### src/rtl/alu_multicycle_if.sv
// alu_multicycle_if: start/busy/done request and result bus of the multicycle ALU
interface alu_multicycle_if #(parameter int WIDTH = 32);
  logic             start;
  logic [WIDTH-1:0] dataA;
  logic [WIDTH-1:0] dataB;
  logic [5:0]       Signal;
  logic             busy;
  logic             done;
  logic [WIDTH-1:0] dataOut;
  logic             zero;
  modport master (output start, dataA, dataB, Signal, input busy, done, dataOut, zero);
  modport slave (input start, dataA, dataB, Signal, output busy, done, dataOut, zero);
endinterface

### src/rtl/alu_multicycle.sv
// alu_multicycle: registered MIPS ALU with iterative MULTU/DIVU into HI/LO under a start/busy/done handshake
module alu_multicycle #(
  parameter int WIDTH = 32
) (
  input logic clk,
  input logic reset,
  alu_multicycle_if.slave bus
);
  localparam int CW = $clog2(WIDTH);
  localparam logic [5:0] F_AND = 6'd36, F_OR = 6'd37, F_ADD = 6'd32, F_SUB = 6'd34, F_SLT = 6'd42;
  localparam logic [5:0] F_MULTU = 6'd25, F_DIVU = 6'd27, F_MFHI = 6'd16, F_MFLO = 6'd18;
  typedef enum logic [1:0] {IDLE, RUN, DONE} state_t;
  state_t state, state_nxt;
  logic [CW-1:0] cnt;
  logic [WIDTH-1:0] hi, lo, opnd, res1, dout;
  logic [2*WIDTH-1:0] work, mul_nxt, div_nxt, step;
  logic [WIDTH:0] sum, sh, diff;
  logic is_div, accept, long_op, last, zr;
  assign accept = bus.start && state == IDLE;
  assign long_op = bus.Signal == F_MULTU || bus.Signal == F_DIVU;
  assign last = state == RUN && cnt == CW'(WIDTH - 1);
  assign bus.dataOut = dout;
  assign bus.zero = zr;
  always_ff @(posedge clk)
    if (reset) state <= IDLE;
    else state <= state_nxt;
  always_comb begin
    state_nxt = state;
    if (accept) state_nxt = long_op ? RUN : DONE;
    else if (last || state == DONE) state_nxt = last ? DONE : IDLE;
  end
  always_comb begin
    bus.busy = state != IDLE;
    bus.done = state == DONE;
  end
  // work holds {acc, multiplier} for MULTU and {remainder, dividend/quotient} for DIVU
  always_comb begin
    sum = {1'b0, work[2*WIDTH-1:WIDTH]} + (work[0] ? {1'b0, opnd} : '0);
    mul_nxt = {sum, work[WIDTH-1:1]};
    sh = {work[2*WIDTH-1:WIDTH], work[WIDTH-1]};
    diff = sh - {1'b0, opnd};
    div_nxt = diff[WIDTH] ? {sh[WIDTH-1:0], work[WIDTH-2:0], 1'b0} : {diff[WIDTH-1:0], work[WIDTH-2:0], 1'b1};
    step = is_div ? div_nxt : mul_nxt;
  end
  always_comb begin
    res1 = '0;
    case (bus.Signal)
      F_AND: res1 = bus.dataA & bus.dataB;
      F_OR: res1 = bus.dataA | bus.dataB;
      F_ADD: res1 = bus.dataA + bus.dataB;
      F_SUB: res1 = bus.dataA - bus.dataB;
      F_SLT: res1 = {{(WIDTH-1){1'b0}}, $signed(bus.dataA) < $signed(bus.dataB)};
      F_MFHI: res1 = hi;
      F_MFLO: res1 = lo;
      default: res1 = '0;
    endcase
  end
  always_ff @(posedge clk)
    if (reset) begin
      cnt <= '0;
      hi <= '0;
      lo <= '0;
      opnd <= '0;
      work <= '0;
      is_div <= 1'b0;
      dout <= '0;
      zr <= 1'b0;
    end else begin
      if (accept) begin
        work <= {{WIDTH{1'b0}}, bus.Signal == F_MULTU ? bus.dataB : bus.dataA};
        opnd <= bus.Signal == F_MULTU ? bus.dataA : bus.dataB;
        is_div <= bus.Signal == F_DIVU;
        cnt <= '0;
        if (!long_op) begin
          dout <= res1;
          zr <= res1 == '0;
        end
      end
      if (state == RUN) begin
        work <= step;
        cnt <= cnt + 1'b1;
      end
      if (last) begin
        hi <= step[2*WIDTH-1:WIDTH];
        lo <= step[WIDTH-1:0];
        dout <= step[WIDTH-1:0];
        zr <= step[WIDTH-1:0] == '0;
      end
    end
endmodule

### src/flat_wrapper.sv
// flat-port wrapper written by rule: the top's interface ports become plain ports
module alu_multicycle_flat 
#(
  parameter int WIDTH = 32
)
  (clk, reset, bus_start, bus_dataA, bus_dataB, bus_Signal, bus_busy, bus_done, bus_dataOut, bus_zero);
  alu_multicycle_if #(.WIDTH(WIDTH)) bus_i ();
  input logic clk;
  input logic reset;
  input wire logic [$bits(bus_i.start)-1:0] bus_start;
  input wire logic [$bits(bus_i.dataA)-1:0] bus_dataA;
  input wire logic [$bits(bus_i.dataB)-1:0] bus_dataB;
  input wire logic [$bits(bus_i.Signal)-1:0] bus_Signal;
  output wire logic [$bits(bus_i.busy)-1:0] bus_busy;
  output wire logic [$bits(bus_i.done)-1:0] bus_done;
  output wire logic [$bits(bus_i.dataOut)-1:0] bus_dataOut;
  output wire logic [$bits(bus_i.zero)-1:0] bus_zero;
  assign bus_i.start = bus_start;
  assign bus_i.dataA = bus_dataA;
  assign bus_i.dataB = bus_dataB;
  assign bus_i.Signal = bus_Signal;
  assign bus_busy = bus_i.busy;
  assign bus_done = bus_i.done;
  assign bus_dataOut = bus_i.dataOut;
  assign bus_zero = bus_i.zero;
  alu_multicycle #(.WIDTH(WIDTH)) u_core (.clk(clk), .reset(reset), .bus(bus_i));
endmodule
### config.mk
export PLATFORM = sky130hd
export DESIGN_NAME = alu_multicycle_flat
export DESIGN_NICKNAME = d
export VERILOG_FILES = /design/src/rtl/alu_multicycle_if.sv /design/src/rtl/alu_multicycle.sv /design/src/flat_wrapper.sv
export SDC_FILE = /design/constraint.sdc
export NUM_CORES = 1
export LEC_CHECK = 0
export ABC_AREA = 1
export CAP_MARGIN = 30
export CELL_PAD_IN_SITES_DETAIL_PLACEMENT = 1
export CELL_PAD_IN_SITES_GLOBAL_PLACEMENT = 2
export CORE_MARGIN = 2
export CORE_UTILIZATION = 36
export CTS_BUF_LIST = sky130_fd_sc_hd__clkbuf_4 sky130_fd_sc_hd__clkbuf_8 sky130_fd_sc_hd__clkbuf_16
export CTS_CLUSTER_DIAMETER = 100
export CTS_CLUSTER_SIZE = 24
export DETAILED_ROUTE_END_ITERATION = 10
export PLACE_DENSITY = 0.85
export SLEW_MARGIN = 10
export SYNTH_ARGS = -nofsm -noshare
export SYNTH_HDL_FRONTEND = slang
export SYNTH_SLANG_ARGS = --single-unit
### constraint.sdc
create_clock -name clk -period 4.15 [get_ports clk]
set_input_delay 0.415 -clock clk [delete_from_list [all_inputs] [get_ports clk]]
set_output_delay 0.415 -clock clk [all_outputs]
set_load 0.01 [all_outputs]
==> results.toml, run 1 <==
[worst_setup_path]
worst-setup-path-type = "reg2reg"
required_ns = 4.54
cp-startpoint = "u_core.work[31]"
path_cells = "inv_1 -> ha_1 -> fa_1 -> inv_1 -> nand3_1 -> nand2_2 -> a21boi_4 -> o21ai_4 -> nand2_2 -> nand2_4 -> nand2_4 -> nand3_2 -> nand2_4 -> nand2_1 -> nand2_1 -> nand2_1 -> o21ai_0 -> o21bai_1 -> inv_1"
critPathBufInv = 3
critPathLaunchType = "flip-flop"
slowest_stage = "fa_1"
critPathArrivalTime_ns = 4.02
crit_path_end_kind = "flip-flop"
timing.rr.start = "u_core.work[31]"
crit_path_max_fanout = 41
critical-path-top-delay-family = "simple AND/OR/NAND/NOR gates"
max_stage_delay_ns = 0.42

[logic_synthesis]
mappedNetlistNets = 3712
ys_seq_elements = 201
yosysSeqAreaShare = 0.1970
syn_area_per_cell_um2 = 5.887
ys_types = 60
synth-edff-count = 0
syn_inst = 3470
async_flop_share = 0
syn_area_um2 = 20430
yosys_warnings = 0
ys.flop_type = "dfxtp_1"

[route]
first_pass_iters = 5
drt-total-wl_um = 97280
ant_nets = 0
drc = 0
route.vias.total = 23360
drt_iter0_drc = 1576
wl_per_cell_um = 22.90
detail_route.vias_per_cell = 5.498

[global_route]
use_met3 = 0.02038
grt-busiest-layer = "met2"
track_usage = 0.3227
grt_max_degree = 67
grt_util_met1 = 0.4462
use_met2 = 0.5333
first_global_vias = 23710
grt_first_pass_wirelength_um = 146000
grt.overflow.total = 0
grt_antenna_before_repair = 3

[timing]
skew_ns = 0.02104
fin_crit_ns = 3.626
setup_viol = 0
finalCritPeriodShare = 0.8738
grt_setup_unrepaired = "false"
finalSetupTns_ns = 0
finalWorstSetupSlack_ns = 0.5236
hold_viol_final = 0
fmax_ghz = 0.2758
slew-limit-headroom = 0.3743
worst-slew-pin-transition_ns = 0.9287
hold_ws_ns = 0.3226
maxSlewViolCount = 0

[placed_design]
pre_cts_ws_ns = 0.3593
gp_congestion = 1.013
numPortBuffers = 107
dp_hpwl_um = 79630
placed_area_um2 = 22140

[pwr]
p_total_uw = 5112
power_density_nw_per_um2 = 227.0
irDropWorstVdd_v = 0.0001712
comb_power_share = 0.329
p_switching_uw = 1949
clockPowerShare = 0.265
p_int_uw = 3163
netSwitchingFraction = 0.3813
p_leak_uw = 0.01083
p_seq_frac = 0.406

[cts]
post_cts_resize_count = 0
cts_buffers = 12
clk_pin_slew_ns = 0.10
clk_path_buf_depth = 3
clock_latency_ns = 0.49
cts_setup_buffers = 0
ctsHoldBuffers = 0
cts.sinks = 201
cts.htree.levels = 1
cts_tree = "done"
cts_root_buf = "clkbuf_16"

[floorplanning]
initial_core_util = 0.3630
fp.dieArea_um2 = 58670
die_y_um = 242.2
die_w_um = 242.2
pin_count = 108
fp-row-count = 87
core_um2 = 56280

[layout]
nets = 3733
num_antenna_cells = 0
area_growth_syn_to_layout_pct = 10.24
final_area_um2 = 22520
layout-drive-gt1-share = 0.04752

[job]
maxCapViolCount = 0

[run_status]
status = "complete, no violations"

[hold_path]
hp-start = "reset"
hold_class = "in2reg"
kinds of logic (layout without fill, tap and decap cells):
group                    count (synthesis)  count (layout)  share of synthesized area
AO/OA/AOI/OAI                          746             746                     0.2141
XOR/XNOR                                28              28                    0.01200
adder cells (fa/ha/maj)                169             169                     0.1050
buffers and inverters                  708             731                     0.1368
flip-flops                             201             201                     0.1970
multiplexers                             9               9                   0.004410
AND/OR/NAND/NOR                       1609            1609                     0.3308
registers in the layout, summed over array words and instances (netlist names):
name                cells
u_core.bus.dataOut     32
u_core.bus.zero         1
u_core.cnt              5
u_core.hi              32
u_core.is_div           1
u_core.lo              32
u_core.opnd            32
u_core.state            2
u_core.work            64
layout make-up:
cell class	count	area, µm²
fillers	7695	33760
multi-input cells	2561	13640
flip-flops and latches	201	4028
inverters	570	2141
repair buffers	145	1391
well taps	756	945.9
clock buffers	14	332.8
clock inverters	2	46.29
synthesized netlist by cell type, types with 25 or more instances:
cell type  number  share of area
nor2_1        317          0.058
o21bai_1       25         0.0092
o21ai_0       164          0.040
buf_2          37         0.0091
clkbuf_1       73          0.013
o21ai_1        54          0.013
nand2_1       927           0.17
nor3_1         35         0.0086
a31oi_1        54          0.017
dfxtp_1       201           0.20
nand3_1       227          0.056
ha_1          165           0.10
inv_1         548           0.10
o211ai_1       71          0.026
nand4_1        30         0.0092
a21oi_1       286          0.070
path summary, 6_finish.rpt:
kind                                 to  slack, ns  cells after the start
setup / recovery  u_core.bus.dataOut[0]       0.52                     19
hold / removal             u_core.lo[1]       0.32                      2
setup reg to reg  u_core.bus.dataOut[0]       0.52                     19
hold reg to reg           u_core.lo[19]       0.47                      2
cells in the final DEF, fill, tap and decap left out, types with 71 or more instances in the layout:
cell,instances
nand3_1,226
o21ai_0,164
inv_1,547
nand2_1,927
a21oi_1,286
nor2_1,315
dfxtp_1,200
o211ai_1,71
clkdlybuf4s50_1,106
ha_1,165
worst reg2reg max path: stages (launching register included):
cell,delay (ns)
dfxtp_1,0.34
inv_1,0.14
ha_1,0.29
fa_1,0.42
inv_1,0.07
nand3_1,0.08
nand2_2,0.16
a21boi_4,0.11
o21ai_4,0.22
nand2_2,0.09
nand2_4,0.10
nand2_4,0.08
nand3_2,0.09
nand2_4,0.29
nand2_1,0.26
nand2_1,0.10
nand2_1,0.20
o21ai_0,0.24
o21bai_1,0.20
inv_1,0.05
power groups by stage:
stage          registers [µW]  logic, µW  clock network, µW
2_1_floorplan            2090        996                  0
3_3_place_gp             2120       1630                  0
3_5_place_dp             2120       1650                  0
4_1_cts                  2070       1660               1390
5_1_grt                  2080       1840               1430
6_report                 2080       1680               1360
per-layer routing:
| metal | wire length, µm | vias to the layer above |
|---|---|---|
| met5 | 13 | - |
| met4 | 3389 | 2 |
| met3 | 4309 | 131 |
| met2 | 44170 | 607 |
| met1 | 45400 | 11410 |
| li1 | - | 11210 |
through the flow:
stage	utilization	cells
2_1_floorplan	-	3470
3_3_place_gp	0.3935	4233
3_5_place_dp	0.3935	4233
4_1_cts	0.4002	4249
5_1_grt	0.4002	4249
6_report	0.4002	4249
No activity file was read; power rests on OpenSTA's default activity.
==> run 2: changes to the inputs <==
--- a/config.mk
+++ b/config.mk
@@ -10,12 +10,12 @@
 export CELL_PAD_IN_SITES_DETAIL_PLACEMENT = 1
 export CELL_PAD_IN_SITES_GLOBAL_PLACEMENT = 2
 export CORE_MARGIN = 2
-export CORE_UTILIZATION = 36
+export CORE_UTILIZATION = 33
 export CTS_BUF_LIST = sky130_fd_sc_hd__clkbuf_4 sky130_fd_sc_hd__clkbuf_8 sky130_fd_sc_hd__clkbuf_16
 export CTS_CLUSTER_DIAMETER = 100
 export CTS_CLUSTER_SIZE = 24
 export DETAILED_ROUTE_END_ITERATION = 10
-export PLACE_DENSITY = 0.85
+export PLACE_DENSITY = 0.79
 export SLEW_MARGIN = 10
 export SYNTH_ARGS = -nofsm -noshare
 export SYNTH_HDL_FRONTEND = slang
==> constraint.sdc (replaced) <==
create_clock -name clk -period 4.01 [get_ports clk]
set_input_delay 0.401 -clock clk [delete_from_list [all_inputs] [get_ports clk]]
set_output_delay 0.401 -clock clk [all_outputs]
set_load 0.01 [all_outputs]
==> run 2 against run 1 <==
  * Critical path depth stayed put
  * Critical endpoint is now u_core.work[35]
  * Sequential share of layout area is 0.15 points lower
  * Clock power increased by 6%
  * Routed wire length increased by 0.39%
  * Critical path type unchanged
  * Largest power group unchanged
  * First-iteration DRC count up 0.57%
==> results.toml, run 2 (synthesis gave the netlist of run 1 again) <==
[floorplanning]
pin_count = 108
die_w_um = 252.8
fp-row-count = 91
fp.dieArea_um2 = 63910
core_um2 = 61480
die_y_um = 252.8
initial_core_util = 0.3323

[pwr]
p_leak_uw = 0.01091
p_seq_frac = 0.403
p_int_uw = 3242
power_density_nw_per_um2 = 234.9
clockPowerShare = 0.269
comb_power_share = 0.327
irDropWorstVdd_v = 0.0001789
p_switching_uw = 2092
netSwitchingFraction = 0.3922

[cts]
cts_root_buf = "clkbuf_16"
cts_buffers = 13
cts.sinks = 201
post_cts_resize_count = 0
clock_latency_ns = 0.51
cts_tree = "done"
ctsHoldBuffers = 0
cts_setup_buffers = 0
clk_path_buf_depth = 3
clk_pin_slew_ns = 0.11
cts.htree.levels = 1

[worst_setup_path]
max_stage_delay_ns = 0.43
crit_path_max_fanout = 35
ff2ff_path_depth = 19
path_cells = "inv_1 -> ha_1 -> fa_1 -> inv_1 -> nand3_1 -> nand2_2 -> a21boi_4 -> o21ai_4 -> nand2_2 -> nand2_4 -> nand2_4 -> nand2_4 -> nand2_2 -> nand2_4 -> buf_4 -> nor2_1 -> o21ai_2 -> nand2_1 -> a21oi_1"
critical-path-top-delay-family = "simple AND/OR/NAND/NOR gates"
crit_path_end_kind = "flip-flop"
critPathArrivalTime_ns = 3.85
cpMostUsedCell = "nand2_4"
critPathBufInv = 3
cp_num_cells = 19
required_ns = 4.44
critPathLaunchType = "flip-flop"
worst-setup-path-type = "reg2reg"
slowest_stage = "fa_1"

[timing]
fmax_ghz = 0.2931
maxSlewViolCount = 0
grt_setup_unrepaired = "false"
finalWorstSetupSlack_ns = 0.5977
slew-limit-headroom = 0.3368
worst-slew-pin-transition_ns = 0.9844
hold_viol_final = 0
fin_crit_ns = 3.412
setup_viol = 0
finalSetupTns_ns = 0
hold_ws_ns = 0.3197
skew_ns = 0.03259
finalCritPeriodShare = 0.8509

[placed_design]
pre_cts_ws_ns = 0.1333
gp_congestion = 0.9454
placed_area_um2 = 22280
dp.cells = 4280
numPortBuffers = 107
dp_hpwl_um = 79480

[global_route]
grt.overflow.total = 0
grt_antenna_before_repair = 2
grt_first_pass_wirelength_um = 145900
track_usage = 0.2999
grt_max_degree = 87
first_global_vias = 23530

[layout]
fin_cells = 4301
mostFrequentLayoutCells = "927 x nand2_1, 547 x inv_1, 315 x nor2_1"
largest_reg_flops = 64
layout-drive-gt1-share = 0.05214
top_register = "u_core.work"
layout_commonest_cell = "nand2_1"
nets = 3748
final_area_um2 = 22710
area_growth_syn_to_layout_pct = 11.15

[route]
first_pass_iters = 5
wl_per_cell_um = 22.71
detail_route.vias_per_cell = 5.365
ant_nets = 0
drt_iter0_drc = 1585
drc = 0
drt-total-wl_um = 97660
route.vias.total = 23080

[hold_path]
hold_class = "in2reg"
min_path_cells = 2

[job]
maxCapViolCount = 0

[run_status]
status = "complete, no violations"
[run 2: routing by layer]
metal,GRT usage,vias to the layer above,wire length (µm),share of wire
met4,0.07117,0,2313,0.024
li1,-,11230,-,-
met2,0.5053,481,45330,0.46
met5,0,-,0,0
met1,0.4214,11280,46520,0.48
met3,0.01192,89,3503,0.036
[run 2: cell type report]
cell class,count,area (µm²)
Timing Repair Buffer,159,1516
Clock inverter,5,62.56
Multi-Input combinational cell,2561,13640
Antenna cell,1,2.502
Sequential cell,201,4028
Inverter,570,2141
Tap cell,790,988.4
Fill cell,8238,38780
Clock buffer,14,332.8
[run 2: final timing paths]
path,startpoint,slack [ns],end
worst max-delay path,u_core.work[31],0.60,u_core.work[35]
worst max register to register,u_core.work[31],0.60,u_core.work[35]
worst min register to register,u_core.lo[2],0.48,u_core.lo[2]
worst min-delay path,reset,0.32,u_core.lo[1]
[run 2: power by group through the flow]
stage | clock network (µW) | registers (µW) | logic, µW
finish | 1440 | 2150 | 1750
global route | 1540 | 2160 | 1910
CTS | 1470 | 2150 | 1730
detailed placement | 0 | 2190 | 1720
global placement | 0 | 2190 | 1700
floorplan | 0 | 2170 | 1030
[run 2: metrics by stage]
step                  util  power (µW)
global placement    0.3624        3892
floorplan                -        3197
detailed placement  0.3624        3911
global route        0.3693        5610
CTS                 0.3688        5350
finish              0.3693        5334
